**src/rtl/sof_frame_scheduler.sv**
```systemverilog
// SOF / low-speed keep-alive scheduler: owns the frame timer and 11-bit frame number and issues one write per frame.
// Define SOF_MISS_CNT_EN to add the saturating missed-frame counter (missCnt) and its clear input (missCntClr).
module sof_frame_scheduler #(
  parameter int SOF_PERIOD = 48000,
  parameter int TX_MARGIN  = 16,
  parameter int TIMER_W    = 16
) (
  input  logic               clk,
  input  logic               rst,
  input  logic               sofEnable,
  input  logic               sofSyncEn,
  input  logic               lowSpeedMode,
  input  logic               sendPacketArbiterGnt,
  input  logic               sendPacketRdy,
`ifdef SOF_MISS_CNT_EN
  input  logic               missCntClr,
  output logic [7:0]         missCnt,
`endif
  output logic               sendPacketArbiterReq,
  output logic               sendPacketWEn,
  output logic [3:0]         sendPacketPID,
  output logic [10:0]        frameNum,
  output logic [TIMER_W-1:0] sofTimer,
  output logic               sofSent
);

  localparam logic [TIMER_W-1:0] TIMER_LAST = TIMER_W'(SOF_PERIOD - 1);
  localparam logic [TIMER_W-1:0] TIMER_NEAR = TIMER_W'(SOF_PERIOD - 1 - TX_MARGIN);
  localparam logic [3:0]         PID_SOF        = 4'h5;
  localparam logic [3:0]         PID_KEEP_ALIVE = 4'h0;

  typedef enum logic [1:0] {WAIT_NEAR, WAIT_GNT, WAIT_NOW, FIN} state_t;

  state_t             state_q, state_d;
  logic [TIMER_W-1:0] timer_q, timer_d;
  logic [10:0]        frame_q, frame_d;
  logic               req_q, req_d;
  logic               wen_q, wen_d;
  logic [3:0]         pid_q, pid_d;
  logic               granted;
  logic               at_last;
  logic               at_near;

  assign granted = sendPacketArbiterGnt & sendPacketRdy;
  assign at_last = (timer_q == TIMER_LAST);
  assign at_near = (timer_q == TIMER_NEAR);

  // Sync only re-aligns the timer while no arbitration is in flight.
  always_comb begin
    if (!sofEnable) begin
      timer_d = '0;
    end else if (sofSyncEn && (state_q == WAIT_NEAR)) begin
      timer_d = TIMER_NEAR;
    end else if (at_last) begin
      timer_d = '0;
    end else begin
      timer_d = timer_q + TIMER_W'(1);
    end
  end

  always_comb begin
    state_d = state_q;
    req_d   = req_q;
    wen_d   = 1'b0;
    pid_d   = pid_q;
    frame_d = frame_q;
    if (!sofEnable) begin
      state_d = WAIT_NEAR;
      req_d   = 1'b0;
    end else begin
      case (state_q)
        WAIT_NEAR: begin
          if (at_near) begin
            req_d   = 1'b1;
            state_d = WAIT_GNT;
          end
        end
        WAIT_GNT: begin
          if (granted) begin
            if (at_last) begin
              wen_d   = 1'b1;
              pid_d   = lowSpeedMode ? PID_KEEP_ALIVE : PID_SOF;
              state_d = FIN;
            end else begin
              state_d = WAIT_NOW;
            end
          end else if (at_last) begin
            // Grant arrived too late for this boundary: the frame is lost but still counted.
            req_d   = 1'b0;
            frame_d = frame_q + 11'd1;
            state_d = WAIT_NEAR;
          end
        end
        WAIT_NOW: begin
          if (at_last) begin
            wen_d   = 1'b1;
            pid_d   = lowSpeedMode ? PID_KEEP_ALIVE : PID_SOF;
            state_d = FIN;
          end
        end
        FIN: begin
          req_d   = 1'b0;
          frame_d = frame_q + 11'd1;
          state_d = WAIT_NEAR;
        end
        default: state_d = WAIT_NEAR;
      endcase
    end
  end

  always_ff @(posedge clk or posedge rst) begin
    if (rst) begin
      state_q <= WAIT_NEAR;
      timer_q <= '0;
      frame_q <= '0;
      req_q   <= 1'b0;
      wen_q   <= 1'b0;
      pid_q   <= '0;
    end else begin
      state_q <= state_d;
      timer_q <= timer_d;
      frame_q <= frame_d;
      req_q   <= req_d;
      wen_q   <= wen_d;
      pid_q   <= pid_d;
    end
  end

  assign sendPacketArbiterReq = req_q;
  assign sendPacketWEn        = wen_q;
  assign sofSent              = wen_q;
  assign sendPacketPID        = pid_q;
  assign frameNum             = frame_q;
  assign sofTimer             = timer_q;

`ifdef SOF_MISS_CNT_EN
  logic [7:0] miss_cnt_q, miss_cnt_d;
  logic       missed;

  assign missed = sofEnable && (state_q == WAIT_GNT) && at_last && !granted;

  always_comb begin
    miss_cnt_d = miss_cnt_q;
    if (missCntClr) begin
      miss_cnt_d = '0;
    end else if (missed && (miss_cnt_q != 8'hFF)) begin
      miss_cnt_d = miss_cnt_q + 8'd1;
    end
  end

  always_ff @(posedge clk or posedge rst) begin
    if (rst) begin
      miss_cnt_q <= '0;
    end else begin
      miss_cnt_q <= miss_cnt_d;
    end
  end

  assign missCnt = miss_cnt_q;
`endif

endmodule

```
**config.mk**
```make
export PLATFORM = sky130hd
export DESIGN_NAME = sof_frame_scheduler
export DESIGN_NICKNAME = d
export VERILOG_FILES = /design/src/rtl/sof_frame_scheduler.sv
export SDC_FILE = /design/constraint.sdc
export NUM_CORES = 1
export LEC_CHECK = 0
export ABC_AREA = 1
export CAP_MARGIN = 20
export CORE_MARGIN = 2
export CORE_UTILIZATION = 30
export DETAILED_ROUTE_END_ITERATION = 6
export DONT_BUFFER_PORTS = 1
export GPL_TIMING_DRIVEN = 1
export PLACE_DENSITY = 0.49
export SLEW_MARGIN = 10
export SYNTH_ARGS = -nofsm -noshare
export SYNTH_HDL_FRONTEND = slang
export SYNTH_SLANG_ARGS = --single-unit
```
**constraint.sdc**
```tcl
create_clock -name clk -period 1.9 [get_ports clk]
set_clock_uncertainty 0.05 [all_clocks]
set_input_delay 0.57 -clock clk [delete_from_list [all_inputs] [get_ports clk]]
set_output_delay 0.57 -clock clk [all_outputs]
set_load 0.05 [all_outputs]
```
==> results of run 1 <==
==> kinds of logic after synthesis <==
family          Yosys count  share of synthesized area, %
simple gates            143                         33.66
buf+inv                  36                         8.024
flops                    32                         41.75
compound gates           22                         6.523
xor+xnor                 13                         5.936
fa+ha+maj                 6                         3.914
other cells               1                        0.1955
==> cells in the final DEF (no fill, tap or decap), drive strengths merged, types with 2 or more instances in the layout <==
cell type and instances:
nand2 74, dfrtp 32, buf 31, inv 31
nor2 28, nand3 27, o21ai 10, xor2 8
nor3 8, a21oi 7, clkbuf 7, ha 6
nand4 5, xnor2 5, o21bai 2, conb 2
==> state kept, by name, summed over array words and instances (netlist names) <==
| name | count |
|---|---|
| frameNum | 11 |
| sendPacketArbiterReq | 1 |
| sendPacketPID | 1 |
| sendPacketWEn | 1 |
| sofTimer | 16 |
| state_q | 2 |
==> per-stage QoR <==
stage,util [%],cell area (um2),total power [uW],std cells
floorplan,-,1922,2102,254
global placement,35.14,2206,2514,356
detailed placement,35.14,2206,2508,356
CTS,36.68,2302,3090,363
global route,37.07,2327,3290,364
finish,37.07,2327,3086,364
==> path summary, 6_finish.rpt <==
check	startpoint	slack [ns]	endpoint	depth (start not counted)
min	rst	0.22	frameNum[5]$_DFFE_PP0P_	2
max in group asynchronous	rst	1.27	sofTimer[12]$_DFF_PP0_	2
max reg2reg	state_q[1]$_DFFE_PP0P_	0.21	state_q[0]$_DFFE_PP0P_	9
min in group clk	lowSpeedMode	0.35	sendPacketPID[0]$_DFFE_PP0P_	1
max	state_q[1]$_DFFE_PP0P_	0.21	state_q[0]$_DFFE_PP0P_	9
min reg2reg	frameNum[3]$_DFFE_PP0P_	0.49	frameNum[3]$_DFFE_PP0P_	1
==> power groups by stage <==
stage / clock network (uW) / registers [uW] / logic, uW
after floorplan: 0 / 1530 / 577
after global placement: 0 / 1040 / 1480
after detailed placement: 0 / 1040 / 1470
after CTS: 591 / 1030 / 1470
after global routing: 614 / 1050 / 1630
final: 572 / 1020 / 1490
==> worst max-delay path, cell delays in order (launching register included) <==
cell     delay [ns]
dfrtp_1        0.42
inv_1          0.09
ha_2           0.25
inv_1          0.10
nor3_1         0.25
buf_4          0.17
nand3_1        0.07
nand2_1        0.08
nand4_1        0.08
nand2_1        0.07
==> cell type report <==
class	count	share of cell area (%)
Clock buffer	7	4.140
Inverter	31	5.000
Multi-Input combinational cell	186	41.77
Sequential cell	32	34.41
Tap cell	77	4.140
Timing Repair Buffer	31	10.54
==> what timing repair did <==
item / in CTS / in global routing
setup endpoints to repair: 0 / 12
gates resized for setup: 0 / 2
hold buffers: 0 / 0
buffers inserted: 0 / 1
==> routing by layer <==
layer	wire length (um)	track usage (%)
met1	2061	17.26
met2	2120	21.45
met3	202	3.363
met4	61	4.839
met5	0	0
==> impl_results.md, run 1 <==
* Status: completed
* Net Sw Power at 1475 uW
* Area growth, synth to finish at 21.33%
* Die area at 7049 um2
* Number of synthesis warnings at 0
* Final setup vio count at 0
* H-Tree Level Count at 2
* RSZ-0062 raised after global routing: no
* Max VDD drop at 0.7779 mV
* Most common cell in the netlist: nand2_1
* Root buffer cell: clkbuf_8
* Initial antenna violation count at 0
* Sequential power share at 33.2%
* Post-synth top area cell: dfrtp_1
* Ys async rst share at 100.0%
* Vias at 1671
* Total core area at 6277 um2
* Arr. time, crit path at 1.86 ns
* Prevailing post-synth register cell: dfrtp_1
* Top cells by count, synth: 70 x nand2_1, 32 x dfrtp_1, 28 x inv_1
* Pre-antenna DRT Iters at 4
* Die Width at 83.96 um
* Area share of the largest cell type after synthesis at 41.75%
* Clock Power Share at 18.5%
* Fraction of layout cells with a size suffix above 1 at 18.82%
* Vias in the first global route at 1644
* Avg Inst Size Synth at 7.581 um2
* Clock buffer depth at 2
* # port buffers at 0
* DRC Markers at 0
* Area of the multi-input gates at 972.2 um2
* DRT antenna net count at 0
* Max FO, Critical Path at 5
* First-pass GRT wire length at 7.514 mm
* Via/cell ratio at 4.591
* Total global routing overflow at 0
* Worst-Skew Late Latency at 0.28 ns
* Kind of critical path: register to register
* CTS tree: done
* Initial drt markers at 71
* Final hold slack at 0.2232 ns
* Sequential area share after synthesis at 41.75%
* Largest net degree at the start of global routing at 33
* Mapped Cells at 253
* N_diodes at 0
* Dpl ws at 0.1073 ns
* Initial Util at 30.56%
* Routability Congestion at 0.9017
* IO Count at 41
* Max Slew Vio Count at 0
* Flops & latches, synth at 32
* Worst-Margin Slew at 0.5239 ns
* Nets at 300
* Critical Path Source Type: register
* Synth unique cells at 26
* P_int at 1611 uW
* Die H at 83.96 um
* Data required time of the critical path at 2.07 ns
* Fill cells at 668
* CTS sink cnt at 32
* Std-Cell Rows at 29
* Hpwl dp at 3.427 mm
* Max_slew headroom at 65.07%
* Pwr Density at 1326 nW/um2
* EDFF count, synth at 0
* Max_cap viols at 0
* Hold crit path type: input port to async pin
* Routed len/inst at 12.21 um
* Leakage at 0.001142 uW
* Worst-path clk slew at 0.07 ns
* Comb pwr share at 48.3%
* All-Layer GR Usage at 13.31%
* Crit path time final at 1.692 ns
* Setup crit end kind: register
* Synth area leaders: dfrtp_1 42%, nand2_1 14%, nand3_1 6.8%, inv_1 5.5%, nor2_1 4.5%
* Aggregate routed wire length at 4.446 mm
* Cts bufs inserted at 5
* Register area at 800.8 um2
* Max Fclk at 591.0 MHz
* Period Utilization, post-route at 89.06%
* Final Hold Vio Count at 0
* Setup_tns at 0 ns
* Setup WS post-layout at 0.2079 ns
* Post-Syn Area at 1918 um2
* Net Sw Frac at 47.79%
Power figures use the tool's default switching activity.
==> run 2: changes to the inputs <==
--- a/config.mk
+++ b/config.mk
@@ -13,6 +13,7 @@
 export DONT_BUFFER_PORTS = 1
 export GPL_TIMING_DRIVEN = 1
 export PLACE_DENSITY = 0.49
+export RECOVER_POWER = 100
 export SLEW_MARGIN = 10
 export SYNTH_ARGS = -nofsm -noshare
 export SYNTH_HDL_FRONTEND = slang
==> impl_results.md, run 2 (same netlist as run 1, synthesis figures left out) <==
* DRT antenna net count at 0 (unchanged)
* Status: completed
* # port buffers at 0 (unchanged)
* CTS tree: done
* RSZ-0062 raised after global routing: no
* N_diodes at 0 (unchanged)
* Die area at 7049 um2 (unchanged)
* CTS sink cnt at 32 (unchanged)
* Critical-path top delay cell: dfrtp_1
* Area of the multi-input gates at 967.2 um2 (-0.51%)
* H-Tree Level Count at 2 (unchanged)
* Total core area at 6277 um2 (unchanged)
* Critical Path Source Type: register
* Die H at 83.96 um (unchanged)
* Met3 Resource Use GR at 3.363% (unchanged)
* Busiest grt layer: met2
* Via/cell ratio at 4.604 (+0.30%)
* Hpwl dp at 3.427 mm (unchanged)
* Hold crit path type: input port to register
* Max_cap viols at 0 (unchanged)
* Initial Util at 30.56% (unchanged)
* Aggregate routed wire length at 4.445 mm (about the same)
* Setup_tns at 0 ns (unchanged)
* Max FO, Critical Path at 7 (+2)
* Die Width at 83.96 um (unchanged)
* CP max stage delay at 0.38 ns (-0.04 ns)
* Final setup vio count at 0 (unchanged)
* Grt met2 use at 21.45% (unchanged)
* Final Cell Area at 2257 um2 (-3.0%)
* Largest net degree at the start of global routing at 33 (unchanged)
* Area growth, synth to finish at 17.68%
* Fraction of layout cells with a size suffix above 1 at 18.47% (-0.35 points)
* Met1 Resource Use GR at 17.26% (unchanged)
* Vias at 1676 (+0.30%)
* Root buffer cell: clkbuf_8
* Cts bufs inserted at 5 (unchanged)
* First-pass GRT wire length at 7.514 mm (unchanged)
* Max VDD drop at 0.6966 mV (-10%)
* Pwr Density at 1331 nW/um2 (+0.36%)
* DRC Markers at 0 (unchanged)
* Total global routing overflow at 0 (unchanged)
* Setup crit end kind: register
* Nets at 300 (unchanged)
* Register area at 800.8 um2 (unchanged)
* IO Count at 41 (unchanged)
* Worst-Margin Slew at 0.8200 ns (+0.2961 ns)
* Leakage at 0.001123 uW (-1.7%)
* All-Layer GR Usage at 13.31% (unchanged)
* Arr. time, crit path at 1.86 ns (about the same)
* Max Slew Vio Count at 0 (unchanged)
* Routability Congestion at 0.9017 (unchanged)
* Most frequent cells in the layout: 70 x nand2_1, 32 x dfrtp_1, 28 x inv_1, 27 x nand3_1, 26 x clkbuf_2
* Data required time of the critical path at 2.04 ns (-0.03 ns)
* Final Hold Vio Count at 0 (unchanged)
* Clock buffer depth at 2 (unchanged)
* Crit-path cells: ha_1, nand3_1, nor2_1, nand2_2, nand2_2, inv_2, nand2_1, nor3b_1
* Crit path time final at 1.720 ns (+0.02767 ns)
* Max Fclk at 581.5 MHz (-1.6%)
* Max reg flops at 16 (unchanged)
* Worst-path clk slew at 0.07 ns (about the same)
* Routed len/inst at 12.21 um (about the same)
* Vias in the first global route at 1644 (unchanged)
* Initial drt markers at 84 (+18%)
* Most frequent CP cell: nand2_2
* Pre-antenna DRT Iters at 4 (unchanged)
* Std-Cell Rows at 29 (unchanged)
* Fill cells at 679 (+1.6%)
* Max_slew headroom at 45.33% (-20 points)
* Cell Area, Placed at 2206 um2 (unchanged)
* Initial antenna violation count at 0 (unchanged)
* Period Utilization, post-route at 90.52% (+1.5 points)
* Commonest non-fill, non-tap cell in the layout: nand2_1
* Kind of critical path: register to register
* Worst-Skew Late Latency at 0.28 ns (about the same)
-- run 2: cell types whose count changed in the layout (fill, tap and decap cells not counted), sizes merged --
| cell | before | now |
|---|---|---|
| buf | 31 | 5 |
| clkbuf | 7 | 33 |
-- run 2: through the flow --
step	setup WS, ns	hold WS, ns	power, uW	utilization (%)	cells
floorplan	0.01227	0.4601	2102	-	254
global placement	0.1668	0.4736	2514	35.14	356
detailed placement	0.1073	0.4813	2508	35.14	356
CTS	0.1042	0.2421	3090	36.68	363
global route	0.03086	0.3478	3204	35.96	364
finish	0.1802	0.3510	3004	35.96	364
-- run 2: path summary, 6_finish.rpt --
kind / start / to / slack (ns) / cells after the start
max in group asynchronous: rst / sofTimer[5]$_DFF_PP0_ / 0.91 / 2
worst min-delay path: lowSpeedMode / sendPacketPID[0]$_DFFE_PP0P_ / 0.35 / 1
min in group asynchronous: rst / frameNum[5]$_DFFE_PP0P_ / 0.37 / 2
worst min register to register: frameNum[3]$_DFFE_PP0P_ / frameNum[3]$_DFFE_PP0P_ / 0.48 / 1
worst max-delay path: sofTimer[0]$_DFF_PP0_ / sofTimer[4]$_DFF_PP0_ / 0.18 / 8
worst max register to register: sofTimer[0]$_DFF_PP0_ / sofTimer[4]$_DFF_PP0_ / 0.18 / 8
-- run 2: repair_timing --
item	in CTS	in global routing
hold buffers	0	0
endpoints found under the setup margin	0	12
gates resized for setup	0	2
buffers inserted	0	1
-- run 2: cell type report --
cell class	count	area share [%]
Inverter	31	5.155
Sequential cell	32	35.48
Tap cell	77	4.268
Timing Repair Buffer	31	7.982
Clock buffer	7	4.268
Multi-Input combinational cell	186	42.85
-- run 2: worst max-delay path, delay by kind of cell (launching register included) --
kind	cells	cell delay [ns]
adders and majority gates	1	0.24
buffers and inverters	1	0.13
DFF	1	0.38
and+or+nand+nor	6	0.82
-- run 2: metal layers --
| layer | up-vias | wire length (um) |
|---|---|---|
| li1 | 870 | - |
| met1 | 772 | 2051 |
| met2 | 29 | 2120 |
| met3 | 5 | 212 |
| met4 | 0 | 61 |
| met5 | - | 0 |
-- run 2: where the power goes --
part,switching [uW],internal (uW),total [uW],leakage [uW]
sequential,181,840,1020,0.000412
combinational,1040,371,1410,0.000660
clock,249,323,572,0.0000503
